===== src/rtl/mig_ctrl_pkg.sv =====
// ============================================================================
// mig_ctrl_pkg : shared MIG user-interface widths, commands and read FSM states
// Rev 1.0
// ============================================================================
`default_nettype none

package mig_ctrl_pkg;

    localparam int         MIG_ADDR_W    = 28;
    localparam int         MIG_DATA_W    = 128;
    localparam logic [2:0] MIG_CMD_WRITE = 3'b000;
    localparam logic [2:0] MIG_CMD_READ  = 3'b001;

    typedef enum logic [1:0] {
        RD_IDLE = 2'd0,
        RD_CMD  = 2'd1,
        RD_WAIT = 2'd2
    } rd_state_e;

endpackage

`default_nettype wire


===== src/rtl/mig_ctrl_rd.sv =====
// ============================================================================
// mig_ctrl_rd : burst-read controller for the MIG user interface
// Rev 1.0
// ============================================================================
`default_nettype none

module mig_ctrl_rd
    import mig_ctrl_pkg::*;
#(
    parameter int ADDR_STEP       = 8,
    parameter int MAX_OUTSTANDING = 32
) (
    input  logic                  ui_clk,
    input  logic                  rst_n,
    input  logic                  rd_req,
    input  logic [MIG_ADDR_W-1:0] rd_req_addr,
    input  logic [15:0]           rd_length,
    output logic                  rd_busy,
    output logic [MIG_DATA_W-1:0] rd_data,
    output logic                  rd_data_valid,
    output logic                  rd_done,
    output logic [MIG_ADDR_W-1:0] app_rd_addr,
    output logic [2:0]            app_rd_cmd,
    output logic                  app_rd_en,
    input  logic                  app_rdy,
    input  logic [MIG_DATA_W-1:0] app_rd_data,
    input  logic                  app_rd_data_valid,
    input  logic                  app_rd_data_end
);

    localparam logic [7:0]            c_MAX_OUT   = 8'(MAX_OUTSTANDING);
    localparam logic [MIG_ADDR_W-1:0] c_ADDR_STEP = MIG_ADDR_W'(ADDR_STEP);

    rd_state_e             r_state;
    rd_state_e             w_state_next;
    logic [MIG_ADDR_W-1:0] r_addr;
    logic [15:0]           r_len;
    logic [15:0]           r_cmd_cnt;
    logic [15:0]           r_beat_cnt;
    logic [7:0]            r_out;
    logic                  r_busy;
    logic                  r_data_valid;
    logic                  r_done;
    logic [MIG_DATA_W-1:0] r_data;

    logic        w_start;
    logic        w_en;
    logic        w_accept;
    logic        w_beat;
    logic        w_last_beat;
    logic [15:0] w_len_m1;
    logic        w_unused;

    assign w_len_m1    = r_len - 16'd1;
    assign w_accept    = w_en && app_rdy;
    assign w_beat      = app_rd_data_valid && (r_state != RD_IDLE);
    assign w_last_beat = w_beat && (r_beat_cnt == w_len_m1);
    assign w_unused    = app_rd_data_end;

    // A new request is held off while rd_busy still covers the cycle after rd_done.
    always_comb begin
        w_state_next = r_state;
        w_en         = 1'b0;
        w_start      = 1'b0;
        case (r_state)
            RD_IDLE: begin
                if (rd_req && (rd_length != 16'd0) && !r_busy) begin
                    w_start      = 1'b1;
                    w_state_next = RD_CMD;
                end
            end
            RD_CMD: begin
                w_en = (r_out < c_MAX_OUT);
                if (w_en && app_rdy && (r_cmd_cnt == w_len_m1)) begin
                    w_state_next = RD_WAIT;
                end
            end
            RD_WAIT: begin
                w_en = 1'b0;
            end
            default: begin
                w_state_next = RD_IDLE;
            end
        endcase
        if (w_last_beat) begin
            w_state_next = RD_IDLE;
        end
    end

    always_ff @(posedge ui_clk) begin
        if (!rst_n) begin
            r_state      <= RD_IDLE;
            r_addr       <= '0;
            r_len        <= '0;
            r_cmd_cnt    <= '0;
            r_beat_cnt   <= '0;
            r_out        <= '0;
            r_busy       <= 1'b0;
            r_data_valid <= 1'b0;
            r_done       <= 1'b0;
            r_data       <= '0;
        end else begin
            r_state      <= w_state_next;
            r_busy       <= w_start || (r_state != RD_IDLE);
            r_data_valid <= w_beat;
            r_done       <= w_last_beat;
            if (w_beat) begin
                r_data <= app_rd_data;
            end
            if (w_start) begin
                r_addr     <= rd_req_addr;
                r_len      <= rd_length;
                r_cmd_cnt  <= '0;
                r_beat_cnt <= '0;
                r_out      <= '0;
            end else begin
                if (w_accept) begin
                    r_addr    <= r_addr + c_ADDR_STEP;
                    r_cmd_cnt <= r_cmd_cnt + 16'd1;
                end
                if (w_beat) begin
                    r_beat_cnt <= r_beat_cnt + 16'd1;
                end
                case ({w_accept, w_beat})
                    2'b10:   r_out <= r_out + 8'd1;
                    2'b01:   r_out <= r_out - 8'd1;
                    default: r_out <= r_out;
                endcase
            end
        end
    end

    assign rd_busy       = r_busy;
    assign rd_data       = r_data;
    assign rd_data_valid = r_data_valid;
    assign rd_done       = r_done;
    assign app_rd_addr   = r_addr;
    assign app_rd_cmd    = MIG_CMD_READ;
    assign app_rd_en     = w_en;

endmodule

`default_nettype wire


===== config.mk =====
export PLATFORM = sky130hd
export DESIGN_NAME = mig_ctrl_rd
export DESIGN_NICKNAME = d
export VERILOG_FILES = /design/src/rtl/mig_ctrl_pkg.sv /design/src/rtl/mig_ctrl_rd.sv
export SDC_FILE = /design/constraint.sdc
export NUM_CORES = 1
export LEC_CHECK = 0
export ABC_CLOCK_PERIOD_IN_PS = 8500
export BUFFER_PORTS_ARGS = -buffer_cell sky130_fd_sc_hd__buf_2
export CAP_MARGIN = 20
export CORE_ASPECT_RATIO = 1.5
export CORE_MARGIN = 2
export CORE_UTILIZATION = 54
export CTS_CLUSTER_DIAMETER = 120
export DETAILED_ROUTE_END_ITERATION = 6
export PLACE_DENSITY = 0.86
export SLEW_MARGIN = 20
export SYNTH_ARGS = -nofsm -noshare
export SYNTH_HDL_FRONTEND = slang
export SYNTH_SLANG_ARGS = --single-unit

===== constraint.sdc =====
create_clock -name ui_clk -period 8.5 [get_ports ui_clk]
set_clock_uncertainty 0.15 [all_clocks]
set_input_delay 0.425 -clock ui_clk [delete_from_list [all_inputs] [get_ports ui_clk]]
set_output_delay 0.425 -clock ui_clk [all_outputs]
set_load 0.01 [all_outputs]

==> summary.md <==
| Metric | Value |
|---|---|
| Worst-Margin Slew | 1.09 ns |
| Initial Utilization | 54.6% |
| First-pass GRT wire length | 50.6 mm |
| Ys flop type | dfxtp_1 |
| Asr flop ratio synth | 0% |
| Reg2Reg Setup Slack | 3.83 ns |
| Layout Utilization | 73.6% |
| Mapped Avg Cell Area | 7.85 um^2 |
| Leakage | 5.44 nW |
| Total congestion overflow | 0 |
| Most frequent cells in the layout | nand2_1 (344), buf_2 (336), dfxtp_1 (217) |
| Worst Hold Path Cells | 3 |
| Hold Buf Count CTS | 87 |
| Critical path's most frequent cell | ha_1 |
| Critical path data required time | 8.73 ns |
| Nets | 1759 |
| Die area | 18500 um^2 |
| Clock latency on the worst-skew pair | 0.50 ns |
| Max Slew Vio Count | 0 |
| FF-to-FF End | r_out[7]$_SDFFE_PP0P_ |
| CTS tree | done |
| Worst Hold End | rd_data[118]$_SDFFE_PN0P_ |
| Distinct cells, synth | 65 |
| Clock root buffer | clkbuf_16 |
| Reg clk slew, reported paths | 0.07 ns |
| Commonest non-fill, non-tap cell in the layout | nand2_1 |
| YS warnings | 0 |
| Post-CTS Setup Inserts | 0 |
| RR Startpoint | r_state[0]$_SDFFE_PP0P_ |
| Drt initial violations | 854 |
| Drt first pass iters | 7 |
| Initial antenna violation count | 3 |
| Post-synthesis instance total | 1197 |
| Worst-path maximum fanout | 18 |
| Critical path class | flip-flop to flip-flop |
| Final Setup Violations | 0 |
| Register area share after synthesis | 46.2% |
| Seq cells post-synth | 217 |
| Power Dens Cells | 192 nW/um^2 |
| Die Ht | 166 um |
| Number of port buffers | 336 |
| Met1 wire length | 12.5 mm |
| TNS Setup | 0 ns |
| Final Hold Fails | 0 |
| Via count | 10200 |
| Die X | 112 um |
| Final period utilization | 54.9% |
| R2R cell count | 12 |
| Fmax | 214 MHz |
| Worst path slowest cell | and3b_1 |
| Final WL | 33.7 mm |
| Post-DRT Antenna Nets | 0 |
| Buffers & Inverters on Critical Path | 1 |
| Layout cells sized above 1 | 24.9% |
| Critical path's largest stage delay | 0.63 ns |
| Routed WL per cell | 18.8 um |
| Hold WS | 0.0149 ns |
| DP Wirelength | 21.0 mm |
| WP depth | 12 |
| Outcome | complete, no violations |
| Final period demand of the worst path | 4.67 ns |
| Row cnt | 59 |
| Vias in the first global route | 9837 |
| DR vias/cell | 5.68 |
| Gp weighted congestion | 0.977 |
| Synthesis-to-layout area growth | 34.7% |
| Total power | 0.00243 W |
| Post-Syn Area | 9400 um^2 |
| Startpoint type of the worst setup path | flip-flop |
| Hold path start | app_rd_data[118] |
| CTS Buf Count | 22 |
| Critical path's top delay family | simple AND/OR/NAND/NOR gates |
| Ports | 341 |
| Max-Cap Viols | 0 |
| H-Tree Depth | 1 |
| Met3 wire length | 3.01 mm |
| Clock Sinks | 217 |
| RSZ-0062 raised after global routing | no |
| HP Class | input port to flip-flop |
| Crit path cell chain | nor4b_2, and3b_1, inv_2, ha_1, ha_1, a21o_1, a21oi_1, o21ai_0, a2111oi_0, nor3_1, or3b_2, mux2_2 |
| Post_cts resized | 0 |
| Critical path arrival | 4.89 ns |
| CP Capture Type | flip-flop |
| WL met2 | 16.2 mm |
| Clock buffer depth | 3 |
| # DRC | 0 |
| EDFF count, synth | 0 |
| Fillcell total | 1235 |
| Pin count of the biggest net entering global routing | 99 |
| Max rail drop VDD | 0.187 mV |
| Total track usage | 34.1% |
| Highest routed metal layer | met5 |
| Slew headroom | 27.0% |
| Core ar. | 17200 um^2 |
==> final cells by class <==
| class | instances | area [um^2] | share of cell area, % |
|---|---|---|---|
| Multi-Input combinational cell | 879 | 4670 | 36.9 |
| Sequential cell | 217 | 4340 | 34.3 |
| Timing Repair Buffer | 430 | 2610 | 20.6 |
| Clock buffer | 30 | 642 | 5.07 |
| Tap cell | 213 | 267 | 2.11 |
| Inverter | 19 | 76.3 | 0.603 |
| Clock inverter | 8 | 55.1 | 0.435 |
| Antenna cell | 2 | 5.00 | 0.0395 |
==> where the power goes <==
part	total, W	internal, W	switching (W)	leakage, nW
logic	0.000377	0.000163	0.000214	3.34
registers	0.00111	0.00106	0.0000457	1.76
clock network	0.000947	0.000532	0.000416	0.337
total	0.00243	0.00176	0.000676	5.44
==> worst reg2reg max path, cell delays in order (launching register included) <==
cell and delay [ns]:
dfxtp_1 0.47, nor4b_2 0.35, and3b_1 0.63, inv_2 0.27, ha_1 0.39, ha_1 0.33
a21o_1 0.18, a21oi_1 0.22, o21ai_0 0.15, a2111oi_0 0.55, nor3_1 0.10, or3b_2 0.47
mux2_2 0.28
==> cell usage after synthesis, drive strengths merged, types with 4 or more instances <==
cell / instances / area (um^2)
a211oi: 13 / 97.6
a21oi: 177 / 886
a31oi: 6 / 37.5
and3: 11 / 68.8
and4: 4 / 35.0
buf: 12 / 72.6
clkbuf: 71 / 267
dfxtp: 217 / 4340
ha: 11 / 138
inv: 19 / 71.3
nand2: 345 / 1290
nand3: 15 / 75.1
nand4: 21 / 138
nor2: 75 / 282
nor2b: 4 / 25.0
nor3: 17 / 85.1
nor4: 14 / 103
o21ai: 18 / 90.1
or3: 7 / 43.8
or4: 6 / 48.8
xnor2: 33 / 289
xor2: 42 / 368
==> registers in the layout, indices dropped and copies added (netlist names) <==
name / cells
rd_data: 128
app_rd_addr: 28
r_beat_cnt: 16
r_cmd_cnt: 16
r_len: 16
r_out: 8
r_state: 2
rd_busy: 1
rd_data_valid: 1
rd_done: 1
==> worst max-delay path by stage <==
stage	startpoint	to	slack [ns]
6_report	r_state[0]$_SDFFE_PP0P_	r_out[7]$_SDFFE_PP0P_	3.83
5_1_grt	r_state[0]$_SDFFE_PP0P_	r_out[7]$_SDFFE_PP0P_	3.66
4_1_cts	r_state[0]$_SDFFE_PP0P_	r_out[7]$_SDFFE_PP0P_	3.94
3_5_place_dp	r_state[0]$_SDFFE_PP0P_	r_out[7]$_SDFFE_PP0P_	3.98
3_3_place_gp	r_state[0]$_SDFFE_PP0P_	r_out[7]$_SDFFE_PP0P_	4.05
2_1_floorplan	r_state[0]$_SDFFE_PP0P_	r_out[7]$_SDFFE_PP0P_	4.74
==> per-layer routing <==
layer  vias up  global-route usage [%]
li1       4764                       -
met1      4708                    39.8
met2       585                    57.8
met3       145                    8.10
met4         2                    19.1
met5         -                       0
==> per-stage QoR <==
stage / cells / area, um^2 / setup WS (ns)
global route: 1798 / 12700 / 3.66
finish: 1798 / 12700 / 3.83
CTS: 1796 / 12700 / 3.94
detailed placement: 1671 / 11100 / 3.98
global placement: 1671 / 11100 / 4.05
floorplan: 1198 / 9400 / 4.74
==> logic make-up after synthesis <==
kind of cell,share of synthesized area (%)
DFF,46.2
AOI/OAI and AO/OA,14.7
and+or+nand+nor,25.0
muxes,0.333
buffers and inverters,4.37
adders and majority gates,1.78
other,0.0799
xor gates and xnor gates,7.47
Power figures use the tool's default switching activity.
